**config.mk**
```make
export PLATFORM = sky130hd
export DESIGN_NAME = sad_search_ctrl_flat
export DESIGN_NICKNAME = d
export VERILOG_FILES = /design/src/rtl/sad_search_ctrl_pkg.sv /design/src/rtl/sad_search_ctrl_if.sv /design/src/rtl/sad_search_ctrl_raster_counter.sv /design/src/rtl/sad_search_ctrl.sv /design/src/flat_wrapper.sv
export SDC_FILE = /design/constraint.sdc
export NUM_CORES = 1
export LEC_CHECK = 0
export CORE_UTILIZATION = 26
export CTS_CLUSTER_DIAMETER = 60
export DETAILED_ROUTE_END_ITERATION = 16
export PLACE_DENSITY = 0.47
export REMOVE_ABC_BUFFERS = 1
export SETUP_SLACK_MARGIN = 0.3
export SLEW_MARGIN = 25
export SYNTH_ARGS = -nofsm -noshare
export SYNTH_HDL_FRONTEND = slang
export SYNTH_SLANG_ARGS = --single-unit
```
**constraint.sdc**
```tcl
create_clock -name clk_i -period 4.2 [get_ports clk_i]
set_input_delay 0.84 -clock clk_i [delete_from_list [all_inputs] [get_ports clk_i]]
set_output_delay 0.84 -clock clk_i [all_outputs]
set_load 0.05 [all_outputs]
```
**src/rtl/sad_search_ctrl_pkg.sv**
```systemverilog
// Shared state encoding, widths and window address helper for the SAD search controller.
package sad_search_ctrl_pkg;

  localparam int COORD_W   = 16;
  localparam int SAD_W_DEF = 32;

  typedef enum logic [1:0] {
    ST_IDLE  = 2'd0,
    ST_ISSUE = 2'd1,
    ST_DRAIN = 2'd2,
    ST_DONE  = 2'd3
  } state_e;

  // Byte address of a window's top-left word; wraps modulo 2^32.
  function automatic logic [31:0] win_addr(
    input logic [31:0]        base,
    input logic [COORD_W-1:0] x,
    input logic [COORD_W-1:0] y,
    input logic [31:0]        frame_w
  );
    logic [31:0] word_idx;
    word_idx = (32'(y) * frame_w) + 32'(x);
    return base + (word_idx << 2);
  endfunction

endpackage

```
**src/rtl/sad_search_ctrl_if.sv**
```systemverilog
// Window-fetch request and in-order SAD result channel between controller and pipeline.
interface sad_search_ctrl_if #(
  parameter int SAD_W = sad_search_ctrl_pkg::SAD_W_DEF
);
  import sad_search_ctrl_pkg::*;

  logic               req_valid;
  logic               req_ready;
  logic [31:0]        req_addr;
  logic [COORD_W-1:0] req_x;
  logic [COORD_W-1:0] req_y;
  logic               sad_valid;
  logic [SAD_W-1:0]   sad_value;

  modport master (
    output req_valid, req_addr, req_x, req_y,
    input  req_ready, sad_valid, sad_value
  );

  modport slave (
    input  req_valid, req_addr, req_x, req_y,
    output req_ready, sad_valid, sad_value
  );

endinterface

```
**src/rtl/sad_search_ctrl_raster_counter.sv**
```systemverilog
// Raster-order position counter: x runs 0..X_LAST, then wraps to 0 and y advances.
module sad_search_ctrl_raster_counter
  import sad_search_ctrl_pkg::*;
#(
  parameter int X_LAST = 60,
  parameter int Y_LAST = 60
) (
  input  logic               clk_i,
  input  logic               rst_i,
  input  logic               clr_i,
  input  logic               adv_i,
  output logic [COORD_W-1:0] x_o,
  output logic [COORD_W-1:0] y_o,
  output logic               last_o
);

  logic [COORD_W-1:0] x_q, x_d;
  logic [COORD_W-1:0] y_q, y_d;
  logic               x_wrap_s;

  assign x_wrap_s = (x_q == COORD_W'(X_LAST));
  assign last_o   = x_wrap_s && (y_q == COORD_W'(Y_LAST));
  assign x_o      = x_q;
  assign y_o      = y_q;

  always_comb begin
    x_d = x_q;
    y_d = y_q;
    if (clr_i) begin
      x_d = '0;
      y_d = '0;
    end else if (adv_i) begin
      if (x_wrap_s) begin
        x_d = '0;
        y_d = y_q + COORD_W'(1);
      end else begin
        x_d = x_q + COORD_W'(1);
        y_d = y_q;
      end
    end else begin
      x_d = x_q;
      y_d = y_q;
    end
  end

  always_ff @(posedge clk_i) begin
    if (rst_i) begin
      x_q <= '0;
      y_q <= '0;
    end else begin
      x_q <= x_d;
      y_q <= y_d;
    end
  end

endmodule

```
**src/rtl/sad_search_ctrl.sv**
```systemverilog
// Walks every window position of a frame, throttles fetch requests in flight and
// tracks the minimum SAD result with its coordinates.
module sad_search_ctrl
  import sad_search_ctrl_pkg::*;
#(
  parameter int FRAME_W = 64,
  parameter int FRAME_H = 64,
  parameter int WIN_W   = 4,
  parameter int WIN_H   = 4,
  parameter int SAD_W   = SAD_W_DEF,
  parameter int MAX_OUT = 4
) (
  input  logic               clk_i,
  input  logic               reset_i,
  input  logic               start_i,
  input  logic [31:0]        frame_base_i,
  sad_search_ctrl_if.master  bus,
  output logic               busy_o,
  output logic               done_o,
  output logic [SAD_W-1:0]   min_sad_o,
  output logic [COORD_W-1:0] min_x_o,
  output logic [COORD_W-1:0] min_y_o,
  output logic               err_o
);

  localparam int OUT_W = $clog2(MAX_OUT + 1);

  state_e             state_q, state_d;
  logic [31:0]        base_q;
  logic [OUT_W-1:0]   out_cnt_q, out_cnt_d;
  logic [SAD_W-1:0]   min_sad_q;
  logic [COORD_W-1:0] min_x_q, min_y_q;
  logic               err_q;

  logic [COORD_W-1:0] iss_x_s, iss_y_s, ret_x_s, ret_y_s;
  logic               iss_last_s, ret_last_s;
  logic               start_acc_s, active_s, issue_hs_s, ret_ok_s;

  assign start_acc_s = (state_q == ST_IDLE) && start_i;
  assign active_s    = (state_q == ST_ISSUE) || (state_q == ST_DRAIN);
  assign issue_hs_s  = bus.req_valid && bus.req_ready;
  // A result is only legal while searching and with something outstanding.
  assign ret_ok_s    = bus.sad_valid && active_s && (out_cnt_q != '0);

  sad_search_ctrl_raster_counter #(
    .X_LAST (FRAME_W - WIN_W),
    .Y_LAST (FRAME_H - WIN_H)
  ) u_issue_pos (
    .clk_i  (clk_i),
    .rst_i  (reset_i),
    .clr_i  (start_acc_s),
    .adv_i  (issue_hs_s),
    .x_o    (iss_x_s),
    .y_o    (iss_y_s),
    .last_o (iss_last_s)
  );

  sad_search_ctrl_raster_counter #(
    .X_LAST (FRAME_W - WIN_W),
    .Y_LAST (FRAME_H - WIN_H)
  ) u_return_pos (
    .clk_i  (clk_i),
    .rst_i  (reset_i),
    .clr_i  (start_acc_s),
    .adv_i  (ret_ok_s),
    .x_o    (ret_x_s),
    .y_o    (ret_y_s),
    .last_o (ret_last_s)
  );

  assign bus.req_addr = win_addr(base_q, iss_x_s, iss_y_s, 32'(FRAME_W));
  assign bus.req_x    = iss_x_s;
  assign bus.req_y    = iss_y_s;

  always_ff @(posedge clk_i) begin
    if (reset_i) begin
      state_q <= ST_IDLE;
    end else begin
      state_q <= state_d;
    end
  end

  always_comb begin
    state_d = state_q;
    case (state_q)
      ST_IDLE: begin
        if (start_i) state_d = ST_ISSUE;
        else         state_d = ST_IDLE;
      end
      ST_ISSUE: begin
        if (issue_hs_s && iss_last_s) state_d = ST_DRAIN;
        else                          state_d = ST_ISSUE;
      end
      ST_DRAIN: begin
        if (ret_ok_s && ret_last_s) state_d = ST_DONE;
        else                        state_d = ST_DRAIN;
      end
      ST_DONE:  state_d = ST_IDLE;
      default:  state_d = ST_IDLE;
    endcase
  end

  // Request valid looks only at the registered count, so a same-cycle return frees no slot.
  always_comb begin
    bus.req_valid = 1'b0;
    busy_o        = 1'b0;
    done_o        = 1'b0;
    case (state_q)
      ST_IDLE: begin
        bus.req_valid = 1'b0;
      end
      ST_ISSUE: begin
        bus.req_valid = (out_cnt_q < OUT_W'(MAX_OUT));
        busy_o        = 1'b1;
      end
      ST_DRAIN: begin
        busy_o = 1'b1;
      end
      ST_DONE: begin
        done_o = 1'b1;
      end
      default: begin
        bus.req_valid = 1'b0;
      end
    endcase
  end

  always_comb begin
    out_cnt_d = out_cnt_q;
    if (start_acc_s) begin
      out_cnt_d = '0;
    end else if (issue_hs_s && !ret_ok_s) begin
      out_cnt_d = out_cnt_q + OUT_W'(1);
    end else if (!issue_hs_s && ret_ok_s) begin
      out_cnt_d = out_cnt_q - OUT_W'(1);
    end else begin
      out_cnt_d = out_cnt_q;
    end
  end

  // Strict less-than keeps the earliest position on ties.
  always_ff @(posedge clk_i) begin
    if (reset_i) begin
      base_q    <= 32'h0000_0000;
      out_cnt_q <= '0;
      min_sad_q <= '1;
      min_x_q   <= '0;
      min_y_q   <= '0;
      err_q     <= 1'b0;
    end else begin
      out_cnt_q <= out_cnt_d;
      if (start_acc_s) begin
        base_q    <= frame_base_i;
        min_sad_q <= '1;
        min_x_q   <= '0;
        min_y_q   <= '0;
      end else if (ret_ok_s && (bus.sad_value < min_sad_q)) begin
        min_sad_q <= bus.sad_value;
        min_x_q   <= ret_x_s;
        min_y_q   <= ret_y_s;
      end
      if (bus.sad_valid && !ret_ok_s) begin
        err_q <= 1'b1;
      end
    end
  end

  assign min_sad_o = min_sad_q;
  assign min_x_o   = min_x_q;
  assign min_y_o   = min_y_q;
  assign err_o     = err_q;

endmodule

```
**src/flat_wrapper.sv**
```systemverilog
// flat-port wrapper written by rule: the top's interface ports become plain ports
module sad_search_ctrl_flat import sad_search_ctrl_pkg::*;
#(
  parameter int FRAME_W = 64,
  parameter int FRAME_H = 64,
  parameter int WIN_W   = 4,
  parameter int WIN_H   = 4,
  parameter int SAD_W   = SAD_W_DEF,
  parameter int MAX_OUT = 4
)
  (clk_i, reset_i, start_i, frame_base_i, busy_o, done_o, min_sad_o, min_x_o, min_y_o, err_o, bus_req_valid, bus_req_addr, bus_req_x, bus_req_y, bus_req_ready, bus_sad_valid, bus_sad_value);
  sad_search_ctrl_if #(.SAD_W(SAD_W)) bus_i ();
  input  logic clk_i;
  input  logic reset_i;
  input  logic start_i;
  input  logic [31:0] frame_base_i;
  output logic busy_o;
  output logic done_o;
  output logic [SAD_W-1:0] min_sad_o;
  output logic [COORD_W-1:0] min_x_o;
  output logic [COORD_W-1:0] min_y_o;
  output logic err_o;
  output wire logic [$bits(bus_i.req_valid)-1:0] bus_req_valid;
  output wire logic [$bits(bus_i.req_addr)-1:0] bus_req_addr;
  output wire logic [$bits(bus_i.req_x)-1:0] bus_req_x;
  output wire logic [$bits(bus_i.req_y)-1:0] bus_req_y;
  input wire logic [$bits(bus_i.req_ready)-1:0] bus_req_ready;
  input wire logic [$bits(bus_i.sad_valid)-1:0] bus_sad_valid;
  input wire logic [$bits(bus_i.sad_value)-1:0] bus_sad_value;
  assign bus_req_valid = bus_i.req_valid;
  assign bus_req_addr = bus_i.req_addr;
  assign bus_req_x = bus_i.req_x;
  assign bus_req_y = bus_i.req_y;
  assign bus_i.req_ready = bus_req_ready;
  assign bus_i.sad_valid = bus_sad_valid;
  assign bus_i.sad_value = bus_sad_value;
  sad_search_ctrl #(.FRAME_W(FRAME_W), .FRAME_H(FRAME_H), .WIN_W(WIN_W), .WIN_H(WIN_H), .SAD_W(SAD_W), .MAX_OUT(MAX_OUT)) u_core (.clk_i(clk_i), .reset_i(reset_i), .start_i(start_i), .frame_base_i(frame_base_i), .bus(bus_i), .busy_o(busy_o), .done_o(done_o), .min_sad_o(min_sad_o), .min_x_o(min_x_o), .min_y_o(min_y_o), .err_o(err_o));
endmodule
```
==> impl_metrics.ini <==
[final_layout]
post-route-util_pct = 40.25
layout_commonest_cell = nand2_1
ff_latch_area_mm2 = 0.003331
layout.nets = 1636
area_growth_pct = 51.09
final_cell_mix = nand2_1, clkdlybuf4s50_1, dfxtp_1
multi_input_area_mm2 = 0.006436
fin_area_mm2 = 0.01446
fillers = 3611
drive_gt1_share_pct = 18.72

[worst_setup_path]
crit_path_cell_trace = ha_4 -> buf_6 -> a21o_1 -> a21o_1 -> a211o_1 -> a41oi_2 -> nor2b_2 -> o21bai_1 -> xor2_1 -> ha_1 -> nand2_1 -> o211ai_1 -> a21o_1 -> a21o_1 -> o31ai_1 -> buf_4 -> o21bai_1 -> xor2_1 -> clkbuf_16
critPathMaxStageDelay_ns = 0.35
rrSetupSlack_ns = 1.47
cp_max_fo = 4
crit_end = bus_req_addr[24]
worstPathRequired_ns = 3.36
cp-start-kind = flop
reg2reg_to = u_core.out_cnt_q[2]
cp.arrival_ns = 4.11
cpMostUsedCell = a21o_1
r2r_cells = 10
path_class = flop to output port
crit_path_end_kind = output port
slowest_stage = a211o_1
critPathLaunch = u_core.u_issue_pos.x_o[6]

[timing]
fmax_ghz = 0.2022
setup_tns_ns = -10.69
worst_pin_slew_ns = 0.7286
maxSlewHeadroom_pct = 51.42
fin_crit_sh_pct = 117.8
hold_viol = 0
skew_ns = 0.01168
grt_setup_unrepaired = true
layout_setup_ws_ns = -0.7466
setup_viol = 19
drv_slew = 0
min_period_ns = 4.947

[pwr]
combinationalPowerShare_pct = 13.6
leakage_nw = 6.068
p_switching_w = 0.001022
p_int_w = 0.002743
pwr-share-seq_pct = 43.0
p_per_area_mw_per_mm2 = 260.5
swShare_pct = 27.15
p_total_w = 0.003765
vdd_drop_max_mv = 0.2755
pwr-share-clk_pct = 43.4

[clock_tree]
cts.sink_count = 166
clockBufferDepth = 2
path_clk_slew_ns = 0.07
h-tree-depth = 4
cts_made_buffers = 17
cts_tree = yes
cts-root-buf = clkbuf_16
clk_latency_ns = 0.44

[status]
status = complete, but fails checks
violations = negative setup slack

[floorplanning]
die_w_um = 193.8
dieArea_mm2 = 0.03757
initial_core_util_pct = 26.64
rows = 69
die_y_um = 193.8
design.core.area_mm2 = 0.03591
pin_count = 201

[logic_synthesis]
syn_area_mm2 = 0.009568
post_synth.cell_area_avg_um2 = 8.034
synth-edff-count = 0
ys_seq_area_share_pct = 34.73
synth_top_family_by_area = simple AND/OR/NAND/NOR gates
yosys_warnings = 0
synthMuxAreaShare_pct = 6.905
ys_ff_latch = 166
synth_cell_types = 58
synth_compound_area_share_pct = 12.17
syn_inst = 1191
async_flop_share_pct = 0
synth-xor-area-share_pct = 7.415
yosys.area_share.simple_pct = 22.69
synthAdderAreaFrac_pct = 11.22
ys.flop_type = dfxtp_1

[placed_design]
io_buffers = 200
dp_hpwl_mm = 21.71
place_area_mm2 = 0.01291
gp_congestion = 0.8748

[global_route]
grt_pass1_wl_mm = 47.22
grt_use_met3_pct = 4.453
grt_max_degree = 65
grt_pass1_vias = 8859
grt.overflow.total = 0
met1_usage_pct = 19.59
grtUsageTotal_pct = 15.66
met2_usage_pct = 26.39
antenna_found_initial = 1
grt_most_used_layer = met2

[min_path]
hold_class = flop to flop

[routing]
ant_nets = 0
drc_errors = 0
drt_pass1_iterations = 5
drt_wl_total_mm = 29.60
viasPerCell = 4.623
wire_per_inst_um = 15.11
initialDrtViolationCount = 346
vias = 9052

[job]
max-cap-violations = 0
-- layout make-up --
type,instances,share of cell area [%]
multi-input combinational,906,44.52
clock buffer,20,3.159
antenna,1,0.01731
timing repair buffer,321,22.44
inverter,71,1.844
tap,461,3.990
sequential,166,23.04
clock inverter,12,0.9867
-- worst min-delay path by stage --
stage	from	to	slack [ns]	cells past startpoint
after floorplan	u_core.base_q[2]	u_core.base_q[2]	0.43	2
after global placement	u_core.base_q[1]	u_core.base_q[1]	0.44	2
after detailed placement	u_core.min_x_o[13]	u_core.min_x_o[13]	0.44	2
after CTS	u_core.min_y_o[8]	u_core.min_y_o[8]	0.46	2
after global routing	u_core.base_q[0]	u_core.base_q[0]	0.47	2
final	u_core.min_y_o[8]	u_core.min_y_o[8]	0.46	2
-- cells by family after synthesis --
family	after synthesis
xor+xnor	81
mux	66
buf+inv	119
fa+ha+maj	84
flops	166
compound gates	194
simple gates	481
-- critical path, delay by kind of cell, from the launching register on --
family                   cells  cell delay [ns]
AO/OA/AOI/OAI               10             1.76
XOR/XNOR                     2             0.37
adder cells (fa/ha/maj)      2             0.47
buffers and inverters        3             0.49
flip-flops                   1             0.34
AND/OR/NAND/NOR              2             0.24
-- metal layers --
| metal | share of wire (%) | up-vias |
|---|---|---|
| li1 | - | 4629 |
| met1 | 45 | 4201 |
| met2 | 48 | 199 |
| met3 | 5.9 | 23 |
| met4 | 1.3 | 0 |
| met5 | 0 | - |
-- sequential cells by signal, indices dropped and copies added (netlist names), named ones only --
signal and count:
u_core.u_issue_pos.y_o 16, u_core.base_q 32, u_core.err_o 1, u_core.state_q 1, u_core.min_y_o 16, u_core.out_cnt_q 3
u_core.min_x_o 16, u_core.u_return_pos.y_o 16, u_core.u_return_pos.x_o 16, u_core.u_issue_pos.x_o 16, u_core.min_sad_o 32
-- metrics by stage --
stage | hold slack [ns] | instances | setup slack (ns)
4_1_cts | 0.4612 | 1949 | -0.7556
3_3_place_gp | 0.4442 | 1900 | -0.5735
6_report | 0.4578 | 1958 | -0.7466
5_1_grt | 0.4726 | 1957 | -1.003
2_1_floorplan | 0.4340 | 1143 | -2.588
3_5_place_dp | 0.4449 | 1900 | -0.6215
-- cells in the mapped netlist, types with 4 or more instances --
cell / number / area share [%]
a211oi_1: 6 / 0.47
a21o_1: 23 / 1.8
a21oi_1: 92 / 4.8
a31oi_1: 4 / 0.26
and2_1: 5 / 0.33
and3_1: 15 / 0.98
buf_2: 9 / 0.47
clkbuf_1: 35 / 1.4
dfxtp_1: 166 / 35
ha_1: 81 / 11
inv_1: 71 / 2.8
mux2i_1: 66 / 6.9
nand2_1: 184 / 7.2
nand2b_1: 8 / 0.52
nand3_1: 23 / 1.2
nand4_1: 27 / 1.8
nor2_1: 153 / 6.0
nor2b_1: 8 / 0.52
nor3_1: 19 / 0.99
nor4_1: 11 / 0.72
o211ai_1: 4 / 0.31
o21a_1: 4 / 0.31
o21ai_0: 33 / 1.7
o21bai_1: 5 / 0.39
o31ai_1: 4 / 0.31
or2_2: 4 / 0.26
or3_1: 10 / 0.65
xnor2_1: 37 / 3.4
xor2_1: 44 / 4.0
-- power by group through the flow --
stage | registers [W] | logic, W | clock network, W
floorplan | 0.00167 | 0.000240 | 0
global placement | 0.00166 | 0.000489 | 0
detailed placement | 0.00166 | 0.000491 | 0
CTS | 0.00162 | 0.000510 | 0.00170
global route | 0.00162 | 0.000553 | 0.00177
finish | 0.00162 | 0.000512 | 0.00163
-- timing repair --
item | 4_1_cts | 5_1_grt
hold buffers | 0 | 0
resized for setup | 81 | 91
setup endpoints to repair | 22 | 22
buffers inserted | 17 | 8
pin swaps | 51 | 49
(Power assumes the default switching activity.)
